File: config.mk
export PLATFORM = sky130hd
export DESIGN_NAME = shotclock_ctrl
export DESIGN_NICKNAME = d
export VERILOG_FILES = /design/src/rtl/shotclock_ctrl.sv
export SDC_FILE = /design/constraint.sdc
export NUM_CORES = 1
export LEC_CHECK = 0
export ABC_AREA = 1
export CAP_MARGIN = 30
export CORE_AREA = 2 2 75 77
export DETAILED_ROUTE_END_ITERATION = 8
export DIE_AREA = 0 0 77 79
export PLACE_DENSITY_LB_ADDON = 0.1
export SLEW_MARGIN = 10
export SYNTH_ARGS = -nofsm -noshare
export SYNTH_HDL_FRONTEND = slang
export SYNTH_SLANG_ARGS = --single-unit
export TNS_END_PERCENT = 5
File: constraint.sdc
create_clock -name CLK100MHZ -period 3.07 [get_ports CLK100MHZ]
set_clock_uncertainty 0.1 [all_clocks]
set_input_delay 0.4605 -clock CLK100MHZ [delete_from_list [all_inputs] [get_ports CLK100MHZ]]
set_output_delay 0.4605 -clock CLK100MHZ [all_outputs]
set_load 0.03 [all_outputs]
File: src/rtl/shotclock_ctrl.sv
// ============================================================================
// shotclock_ctrl -- shot-clock control FSM: reloads, run/pause, expiry horn.
// Optional macro SHOTCLOCK_FLASH_EN: blink the display while expired.
// Revision: 1.0
// ============================================================================
`default_nettype none

module shotclock_ctrl #(
    parameter logic [7:0] FULL_BCD    = 8'h24,
    parameter logic [7:0] SHORT_BCD   = 8'h14,
    parameter int         BUZZ_CYCLES = 50_000_000
) (
    input  logic       CLK100MHZ,
    input  logic       rst,
    input  logic       start_pulse,
    input  logic       stop_pulse,
    input  logic       reset24_pulse,
    input  logic       reset14_pulse,
    input  logic       tick_1hz,
    input  logic       zero,
    output logic       load,
    output logic [7:0] load_bcd,
    output logic       tick_out,
    output logic       buzzer,
    output logic       blank,
    output logic [2:0] state
);

    localparam logic [2:0] c_IDLE    = 3'd0;
    localparam logic [2:0] c_READY   = 3'd1;
    localparam logic [2:0] c_RUN     = 3'd2;
    localparam logic [2:0] c_PAUSE   = 3'd3;
    localparam logic [2:0] c_EXPIRED = 3'd4;

    localparam logic [2:0] c_CMD_NONE  = 3'd0;
    localparam logic [2:0] c_CMD_R24   = 3'd1;
    localparam logic [2:0] c_CMD_R14   = 3'd2;
    localparam logic [2:0] c_CMD_STOP  = 3'd3;
    localparam logic [2:0] c_CMD_START = 3'd4;

    localparam int                 c_CNT_W     = $clog2(BUZZ_CYCLES + 1);
    localparam logic [c_CNT_W-1:0] c_BUZZ_LAST = c_CNT_W'(BUZZ_CYCLES - 1);

    logic [2:0]         state_q, state_d;
    logic               load_q, load_d;
    logic [7:0]         load_bcd_q, load_bcd_d;
    logic               buzzer_q, buzzer_d;
    logic               blank_q, blank_d;
    logic [c_CNT_W-1:0] cnt_q, cnt_d;
    logic [2:0]         w_cmd;
    logic               w_reload;
    logic               w_enter_exp;

    // State register
    always_ff @(posedge CLK100MHZ) begin
        if (rst) begin
            state_q    <= c_IDLE;
            load_q     <= 1'b0;
            load_bcd_q <= FULL_BCD;
            buzzer_q   <= 1'b0;
            blank_q    <= 1'b0;
            cnt_q      <= '0;
        end else begin
            state_q    <= state_d;
            load_q     <= load_d;
            load_bcd_q <= load_bcd_d;
            buzzer_q   <= buzzer_d;
            blank_q    <= blank_d;
            cnt_q      <= cnt_d;
        end
    end

    // Next-state logic; only the highest-priority pulse of a cycle is seen
    always_comb begin
        w_cmd = c_CMD_NONE;
        if (reset24_pulse)      w_cmd = c_CMD_R24;
        else if (reset14_pulse) w_cmd = c_CMD_R14;
        else if (stop_pulse)    w_cmd = c_CMD_STOP;
        else if (start_pulse)   w_cmd = c_CMD_START;

        w_reload = (state_q != c_IDLE) && ((w_cmd == c_CMD_R24) || (w_cmd == c_CMD_R14));

        state_d = state_q;
        case (state_q)
            c_IDLE:    state_d = c_READY;
            c_READY:   if (w_cmd == c_CMD_START) state_d = c_RUN;
            c_RUN: begin
                // zero lags a load by one cycle, so it is untrusted while load is high
                if (w_cmd == c_CMD_STOP)        state_d = c_PAUSE;
                else if (!w_reload && zero && !load_q) state_d = c_EXPIRED;
            end
            c_PAUSE:   if (w_cmd == c_CMD_START) state_d = c_RUN;
            c_EXPIRED: if (w_reload) state_d = c_READY;
            default:   state_d = c_IDLE;
        endcase
    end

    // Output / datapath logic
    always_comb begin
        load_d     = (state_q == c_IDLE) || w_reload;
        load_bcd_d = load_bcd_q;
        if ((state_q == c_IDLE) || (w_reload && (w_cmd == c_CMD_R24)))
            load_bcd_d = FULL_BCD;
        else if (w_reload)
            load_bcd_d = SHORT_BCD;

        w_enter_exp = (state_q != c_EXPIRED) && (state_d == c_EXPIRED);

        buzzer_d = buzzer_q;
        cnt_d    = cnt_q;
        if (w_enter_exp) begin
            buzzer_d = 1'b1;
            cnt_d    = '0;
        end else if (state_d != c_EXPIRED) begin
            buzzer_d = 1'b0;
            cnt_d    = '0;
        end else if (buzzer_q) begin
            if (cnt_q == c_BUZZ_LAST) buzzer_d = 1'b0;
            else                      cnt_d    = cnt_q + c_CNT_W'(1);
        end

`ifdef SHOTCLOCK_FLASH_EN
        blank_d = blank_q;
        if (w_enter_exp || (state_d != c_EXPIRED))
            blank_d = 1'b0;
        else if (tick_1hz)
            blank_d = ~blank_q;
`else
        blank_d = 1'b0;
`endif

        tick_out = tick_1hz && (state_q == c_RUN) && !load_q;
    end

    assign load     = load_q;
    assign load_bcd = load_bcd_q;
    assign buzzer   = buzzer_q;
    assign blank    = blank_q;
    assign state    = state_q;

endmodule

`default_nettype wire
======== Word level (Yosys, flattened, before mapping) ========
Index checks and enable logic that the tools add are counted.
operators by class
  $add $sub $neg .......................... 1
  $mul .................................... 0
  divide/modulo/power cells ............... 0
  $lt $le $gt $ge ......................... 0
  eq/ne operators ......................... 12
  shift operators ......................... 0
  mux-type cells .......................... 13
  bitwise operators ....................... 1
  reduce and logical (&&, ||, !) cells .... 18
operators by type and width
  kind                                                             number
  26-bit by 1-bit adder with 26-bit output, second input constant  1
  26-bit == test, second input constant                            1
  3-bit 2-to-1 mux                                                 8
  3-bit by 2-bit == test with 1-bit output, second input constant  4
  3-bit one-hot mux with 4 select lines                            1
  3-bit == test, second input constant                             3
  1-bit logical AND                                                7
  3-bit by 1-bit == test with 1-bit output, second input constant  2
  3-bit != test, second input constant                             2
  1-bit 2-to-1 mux                                                 4
  2-bit OR reduction                                               2
  3-bit logical NOT                                                1
  1-bit logical OR                                                 3
  3-bit nonzero test                                               1
  3-bit OR reduction                                               1
  1-bit logical NOT                                                2
  2-bit AND reduction                                              1
  1-bit NOT                                                        1
word-level totals
  register bits ........................... 33
  bits in latches ......................... 0
  memory bits (writable) .................. 0
  bits in read-only memories .............. 0
  input port bits ......................... 8
  output and inout bits ................... 15
  word-level logic and storage cells ...... 50
  memories ................................ 0

======== Logic depth before layout (Yosys ltp) ========
Gate-level depths: netlist of the first run.
  depth after elaboration ................. 16
  mapped depth ............................ 13
  depth with buffers taken out ............ 13

======== Least setup slack after synthesis of the first run ========
Ideal clock, no wire load.
  kind .................................... register -> output
  start ................................... register state_q[1], in the netlist state[1]
  end ..................................... output port tick_out
  arrival ................................. 1386 ps
  required time ........................... 2509 ps
  setup slack ............................. 1123 ps
  cell stages (with the launch flop) ...... 5
  path buffers ............................ 0
  cells stage by stage .................... dfxtp_1 -> inv_1 -> nor3_1 -> nand2_1 -> nor2_1
between the ends
  word-level cells in the longest chain between the ends .. 3
ends and longest elaborated chain
  what                                      line  source
  start: declaration                        44    logic [2:0] state_q, state_d;
  start signal: assignment                  57    state_q <= c_IDLE;
  start signal: assignment                  64    state_q <= state_d;
  3-bit by 2-bit == test with 1-bit output  132   tick_out = tick_1hz && (state_q == c_RUN) && !load_q;
  1-bit logical AND (2 in a row)            132
  end: declaration                          23    output logic tick_out,
Every way passes these cells.

======== Final worst setup path of the first run ========
  start ................................... register state_q[2], in the netlist state[2]
  end ..................................... output port tick_out
Same word-level chain as after synthesis.

==> results of run 1 <==
-- state kept, by name, indices dropped and copies added (netlist names) --
register  count
cnt_q        26
state         3
load_bcd      2
buzzer        1
load          1
-- metal layers --
layer  vias up  track usage, %  share of wire [%]
li1        980               -                  -
met1       803           20.46                 48
met2        44           26.32                 47
met3         7           3.409                4.2
met4         0           5.536                1.7
met5         -               0                  0
-- final timing paths --
check                                  from     endpoint  slack (ns)  cells after the start
worst max-delay path               state[2]     tick_out        0.56                      4
worst min-delay path            load_bcd[5]  load_bcd[5]        0.36                      2
worst max register to register     cnt_q[1]    cnt_q[20]        1.00                     10
worst min register to register  load_bcd[5]  load_bcd[5]        0.36                      2
-- cells by family (layout without fill, tap and decap cells) --
kind of cell	count (synthesis)	count (layout)
flops	33	33
simple gates	174	174
xor+xnor	9	9
buf+inv	59	71
fa+ha+maj	1	1
other cells	2	7
compound gates	33	33
-- cells in the final DEF (no fill, tap or decap), types with 2 or more instances in the layout --
cell                              count
sky130_fd_sc_hd__a21oi_1             11
sky130_fd_sc_hd__a21oi_2              9
sky130_fd_sc_hd__clkbuf_8             5
sky130_fd_sc_hd__clkdlybuf4s50_1     15
sky130_fd_sc_hd__conb_1               7
sky130_fd_sc_hd__dfxtp_1             33
sky130_fd_sc_hd__inv_1               46
sky130_fd_sc_hd__nand2_1             76
sky130_fd_sc_hd__nand2_2             13
sky130_fd_sc_hd__nand3_1             17
sky130_fd_sc_hd__nor2_1              39
sky130_fd_sc_hd__nor2_2               5
sky130_fd_sc_hd__nor3_1              13
sky130_fd_sc_hd__nor3_2               3
sky130_fd_sc_hd__nor3b_1              2
sky130_fd_sc_hd__o21ai_0             11
sky130_fd_sc_hd__xnor2_1              3
sky130_fd_sc_hd__xor2_1               6
-- metrics by stage --
stage / instance area, um^2 / utilization [%] / std cells / worst slack [ns]
finish: 2312 / 43.32 / 400 / 0.5561
global route: 2312 / 43.32 / 400 / 0.4270
CTS: 2312 / 43.32 / 400 / 0.5136
detailed placement: 2197 / 41.16 / 392 / 0.5943
global placement: 2197 / 41.16 / 392 / 0.6750
floorplan: 2064 / - / 316 / 1.123
-- where the power goes --
| group | internal, mW | switching [mW] | total, mW |
|---|---|---|---|
| sequential | 0.431 | 0.00266 | 0.434 |
| clock | 0.243 | 0.172 | 0.415 |
| combinational | 0.0189 | 0.0323 | 0.0511 |
| total | 0.693 | 0.207 | 0.900 |
-- cell type report --
| class | instances | area [um^2] | share of cell area (%) |
|---|---|---|---|
| inverter | 47 | 176.4 | 7.630 |
| tap | 72 | 90.09 | 3.896 |
| sequential | 33 | 660.6 | 28.57 |
| timing repair buffer | 16 | 157.7 | 6.818 |
| clock buffer | 5 | 68.82 | 2.976 |
| multi-input combinational | 224 | 1112 | 48.11 |
| clock inverter | 3 | 46.29 | 2.002 |
-- critical path, delay by kind of cell, from the launching register on --
family | cells | cell delay (ns)
AND/OR/NAND/NOR | 3 | 0.63
flip-flops | 1 | 0.36
buffers and inverters | 1 | 0.68
==> impl_results.md, run 1 <==
* Antenna violations before repair at 0
* Number of resized instances in the post-cts repair step at 0
* Via count at 1834
* Power, Total at 0.8998 mW
* Total Routing Usage GR at 15.86%
* Filler instances at 586
* Async S/R FF share, synth at 0%
* Max-slew violation total from the final report at 0
* Largest family of logic cells by synthesized area: simple AND/OR/NAND/NOR gates
* Unrepaired setup endpoints after global routing: false
* Final Setup Violations at 0
* Most repeated cell in the gate-level netlist after synthesis: sky130_fd_sc_hd__nand2_1
* Maximum number of buffers from clock root to sink at 2
* Final Net Count at 336
* Count of distinct cell types in the synthesized netlist at 31
* Static Leakage at 0.8283 nW
* Capturing element type of the critical path: output pin
* Adder and majority gate portion of the synthesized area at 0.6116%
* Area of the mapped netlist at 0.002046 mm^2
* Chip Width at 77 um
* Post-synthesis share of cell area spent on and, or, nand and nor gates at 38.65%
* Ports at 23
* Timing-limited maximum frequency at 0.3978 GHz
* Slowest library cell on the worst path: sky130_fd_sc_hd__clkdlybuf4s50_1
* Fraction of layout cells with a size suffix above 1 at 13.11%
* Htree depth at 2
* Primary FF master, synth: sky130_fd_sc_hd__dfxtp_1
* Antenna Diode Count at 0
* Crit path launch type: flop
* Detailed-route DRC error count at 0
* Setup Fix Bufs, Post-CTS at 0
* Final critical-path required period at 2.514 ns
* Clock latency of the later-clocked register in the worst-skew pair at 0.29 ns
* Class of the most critical hold timing path: reg -> reg
* Number of max-cap violations at 0
* Overall routed net length at 4511 um
* Leading cell types by total area after synthesis: sky130_fd_sc_hd__dfxtp_1, sky130_fd_sc_hd__nand2_1, sky130_fd_sc_hd__inv_1
* Maximum number of pins on one net before global-route repair at 24
* Die area at 0.006083 mm^2
* CTS clk-pin slew, worst paths at 0.08 ns
* Number of buffers inserted during clock tree synthesis at 5
* Global placer's final weighted congestion at 0.8187
* Vertical die dimension at 79 um
* Synthesis Warnings at 0
* Growth of design area from synthesis to finish at 13.03%
* Most frequent cells after synthesis: sky130_fd_sc_hd__nand2_1, sky130_fd_sc_hd__inv_1, sky130_fd_sc_hd__nor2_1
* # port buffers at 15
* Xor and xnor area share after synthesis at 3.853%
* Post-synthesis instance total at 311
* Cells traversed along the worst timing path: nor3_1, nand2_1, nor2_1, clkdlybuf4s50_1
* DP Wirelength at 3460 um
* First-pass GRT wire length at 7659 um
* Synth top area share at 32.29%
* Highest cell delay on the worst timing path at 0.68 ns
* Mean cell area of the mapped netlist at 6.578 um^2
* Final TNS setup at 0 ns
* Post-synthesis cell type with the largest combined area: sky130_fd_sc_hd__dfxtp_1
* Per-cell via count in the routed design at 4.585
* CTS Hold Bufs at 0
* Worst IR drop on VDD at 0.0002035 V
* TritonCTS clock tree: built
* Period utilisation layout at 81.89%
* Number of clock sinks seen by CTS at 33
* FF+latch count, synth at 33
* Arrival time worst endpoint at 1.95 ns
* Congestion Overflow GR at 0
* Hold violation total from the final report at 0
* WS Path Type: reg -> out
* Share of the synthesized area in compound gates (AO/OA/AOI/OAI) at 9.969%
* Sequential fraction of the synthesis area at 32.29%
* Core area at 0.005338 mm^2
* DRC violation total after the first TritonRoute iteration at 82
* Effective utilization at floorplan at 38.33%
* Vias in the first global route at 1726
* Mux share of post-synthesis cell area at 0%
* Clock root buffer: sky130_fd_sc_hd__clkbuf_8
* Top fanout value on the critical path at 6
* Worst hold slack across all endpoints at 0.3605 ns
* Row Count at 27
* Req. time, crit path at 2.51 ns
* Status: completed
* Wirelength per Cell at 11.28 um
* Count of flip-flops with a built-in enable after synthesis at 0
* Post-DRT Antenna Nets at 0
* Pre-Repair DR Iteration Count at 5
* Power per unit of standard cell area at 389.2 mW/mm^2
(Power assumes the default switching activity.)
==> inputs of run 2 (changes only) <==
==> constraint.sdc (replaced) <==
create_clock -name CLK100MHZ -period 2.24 [get_ports CLK100MHZ]
set_clock_uncertainty 0.1 [all_clocks]
set_input_delay 0.336 -clock CLK100MHZ [delete_from_list [all_inputs] [get_ports CLK100MHZ]]
set_output_delay 0.336 -clock CLK100MHZ [all_outputs]
set_load 0.03 [all_outputs]
==> impl_results.md, run 2 (synthesized netlist as in run 1, its figures left out) <==
* Status: completed (unchanged)
* Via count at 1827 (was 1834)
* # port buffers at 15 (unchanged)
* Crit path launch type: flop (unchanged)
* Max-slew violation total from the final report at 0 (unchanged)
* Flip-flop count of the largest register after layout at 26 (unchanged)
* Worst slack at placement at 0.1184 ns (was 0.5943 ns)
* DRC violation total after the first TritonRoute iteration at 103 (was 82)
* Fraction of layout cells with a size suffix above 1 at 13.33% (was 13.11%)
* Req. time, crit path at 2.32 ns (was 2.51 ns)
* Antenna violations before repair at 0 (unchanged)
* Ports at 23 (unchanged)
* Number of clock sinks seen by CTS at 33 (unchanged)
* DP Wirelength at 3451 um (was 3460 um)
* Overall routed net length at 4485 um (was 4511 um)
* Congestion Overflow GR at 0 (unchanged)
* CTS clk-pin slew, worst paths at 0.07 ns (was 0.08 ns)
* Highest cell delay on the worst timing path at 0.40 ns (was 0.68 ns)
* Final Setup Violations at 0 (unchanged)
* Final instance count without filler cells at 402 (was 400)
* CTS Hold Bufs at 0 (unchanged)
* Crit path buf inv count at 0 (was 1)
* Per-cell via count in the routed design at 4.545 (was 4.585)
* Unrepaired setup endpoints after global routing: false (unchanged)
* Most congested layer reported by global routing: met2 (unchanged)
* Period utilisation layout at 87.16%
* Area taken by multi-input logic gates at 0.001112 mm^2 (unchanged)
* Core area at 0.005338 mm^2 (unchanged)
* TritonCTS clock tree: built (unchanged)
* Effective utilization at floorplan at 38.33% (unchanged)
* Growth of design area from synthesis to finish at 14.37% (was 13.03%)
* Worst setup margin at 0.2877 ns (was 0.5561 ns)
* Die area at 0.006083 mm^2 (unchanged)
* Area taken by flip-flops and latches at 660.6 um^2 (unchanged)
* Row Count at 27 (unchanged)
* Static Leakage at 0.8533 nW (was 0.8283 nW)
* Commonest cells after routing, fill and taps aside: sky130_fd_sc_hd__nand2_1, sky130_fd_sc_hd__inv_1, sky130_fd_sc_hd__nor2_1 (unchanged)
* Clock root buffer: sky130_fd_sc_hd__clkbuf_8 (unchanged)
* Cells traversed along the worst timing path: ha_1, nand2_2, nor2_1, nand2_1, nor2_1, nand2_1, nor2_1, nand2_1, nand2_1, nor2_1 (was nor3_1, nand2_1, nor2_1, clkdlybuf4s50_1)
* Register name with the most flops: cnt_q (unchanged)
* Wirelength per Cell at 11.16 um (was 11.28 um)
* Top fanout value on the critical path at 4 (was 6)
* Kind of cell with the highest combined delay on the critical path: simple AND/OR/NAND/NOR gates (was buffers and inverters)
* Worst IR drop on VDD at 0.0002162 V (was 0.0002035 V)
* Total Routing Usage GR at 15.96% (was 15.86%)
* Routing usage on met3 at 3.409% (unchanged)
* # placed instances at 394 (was 392)
* Filler instances at 614 (was 586)
* Vias in the first global route at 1690 (was 1726)
* Most common library cell in the layout ignoring fill and taps: sky130_fd_sc_hd__nand2_1 (unchanged)
* Hold violation total from the final report at 0 (unchanged)
* Htree depth at 2 (unchanged)
* Global routing met1 resource utilization at 21.20% (was 20.46%)
* Class of the most critical hold timing path: reg -> reg (unchanged)
* Chip Width at 77 um (unchanged)
* Pre-Repair DR Iteration Count at 5 (unchanged)
* Number of max-cap violations at 0 (unchanged)
* Number of buffers inserted during clock tree synthesis at 5 (unchanged)
* Arrival time worst endpoint at 2.04 ns (was 1.95 ns)
* Detailed-route DRC error count at 0 (unchanged)
* Global placer's final weighted congestion at 0.8388 (was 0.8187)
* Clock latency of the later-clocked register in the worst-skew pair at 0.28 ns (was 0.29 ns)
* Maximum number of buffers from clock root to sink at 2 (unchanged)
* Final TNS setup at 0 ns (unchanged)
* Antenna Diode Count at 0 (unchanged)
* Final critical-path required period at 1.952 ns
* Post-DRT Antenna Nets at 0 (unchanged)
* Global-route met2 utilization at 25.61% (was 26.32%)
* Timing-limited maximum frequency at 0.5122 GHz
* Maximum number of pins on one net before global-route repair at 20 (was 24)
* Power per unit of standard cell area at 535.7 mW/mm^2 (was 389.2 mW/mm^2)
* Slowest library cell on the worst path: sky130_fd_sc_hd__dfxtp_1 (was sky130_fd_sc_hd__clkdlybuf4s50_1)
* WS Path Type: reg -> reg (was reg -> out)
* Capturing element type of the critical path: flop (was output pin)
* Vertical die dimension at 79 um (unchanged)
* Final Net Count at 338 (was 336)
* First-pass GRT wire length at 7728 um (was 7659 um)
[run 2: cell count changes in the layout (fill, tap and decap cells not counted), sizes merged]
cell,change
buf,+2
clkbuf,+2
dlygate4sd2,+1
clkinv,-1
clkdlybuf4s50,-1
clkinvlp,-1
[run 2: path summary, 6_finish.rpt]
check | cells past startpoint | start | endpoint | slack, ns
setup / recovery | 10 | cnt_q[1] | cnt_q[18] | 0.29
setup reg to reg | 10 | cnt_q[1] | cnt_q[18] | 0.29
hold / removal | 2 | load_bcd[5] | load_bcd[5] | 0.36
hold reg to reg | 2 | load_bcd[5] | load_bcd[5] | 0.36
[run 2: routing by layer]
layer	share of wire (%)	up-vias	wire, um
met1	51	808	2279
met5	0	-	0
li1	-	992	-
met4	1.4	0	63
met2	45	22	2020
met3	2.7	5	121
[run 2: cell type report]
cell class / count / share of cell area, %
multi-input combinational: 224 / 47.54
sequential: 33 / 28.24
inverter: 47 / 7.540
clock buffer: 7 / 3.690
timing repair buffer: 18 / 7.861
tap: 72 / 3.850
clock inverter: 1 / 1.283
[run 2: worst reg2reg max path, cell delays in order (launching register included)]
cell and delay (ns):
sky130_fd_sc_hd__dfxtp_1 0.40, sky130_fd_sc_hd__ha_1 0.20, sky130_fd_sc_hd__nand2_2 0.07, sky130_fd_sc_hd__nor2_1 0.32
sky130_fd_sc_hd__nand2_1 0.12, sky130_fd_sc_hd__nor2_1 0.19, sky130_fd_sc_hd__nand2_1 0.10, sky130_fd_sc_hd__nor2_1 0.18
sky130_fd_sc_hd__nand2_1 0.07, sky130_fd_sc_hd__nand2_1 0.06, sky130_fd_sc_hd__nor2_1 0.04
[run 2: timing repair]
action                                 CTS  global route
setup endpoints to repair                1             0
gates resized for setup                  1             0
setup buffers                            0             0
endpoints found under the hold margin    0             0
[run 2: where the power goes]
| part | switching (mW) | internal, mW | total [mW] | leakage (nW) |
|---|---|---|---|---|
| Clock | 0.226 | 0.363 | 0.589 | 0.0585 |
| Combinational | 0.0438 | 0.0262 | 0.0700 | 0.528 |
| Sequential | 0.00327 | 0.591 | 0.595 | 0.267 |
| Total | 0.273 | 0.980 | 1.25 | 0.853 |
[run 2: stage by stage]
stage | util [%] | power, mW | cell area [um^2] | hold slack, ns
floorplan | - | 0.6607 | 2064 | 0.3084
global placement | 41.68 | 0.6790 | 2225 | 0.3623
detailed placement | 41.68 | 0.6781 | 2225 | 0.3473
CTS | 43.84 | 1.271 | 2340 | 0.3653
global route | 43.84 | 1.302 | 2340 | 0.3855
finish | 43.84 | 1.253 | 2340 | 0.3625
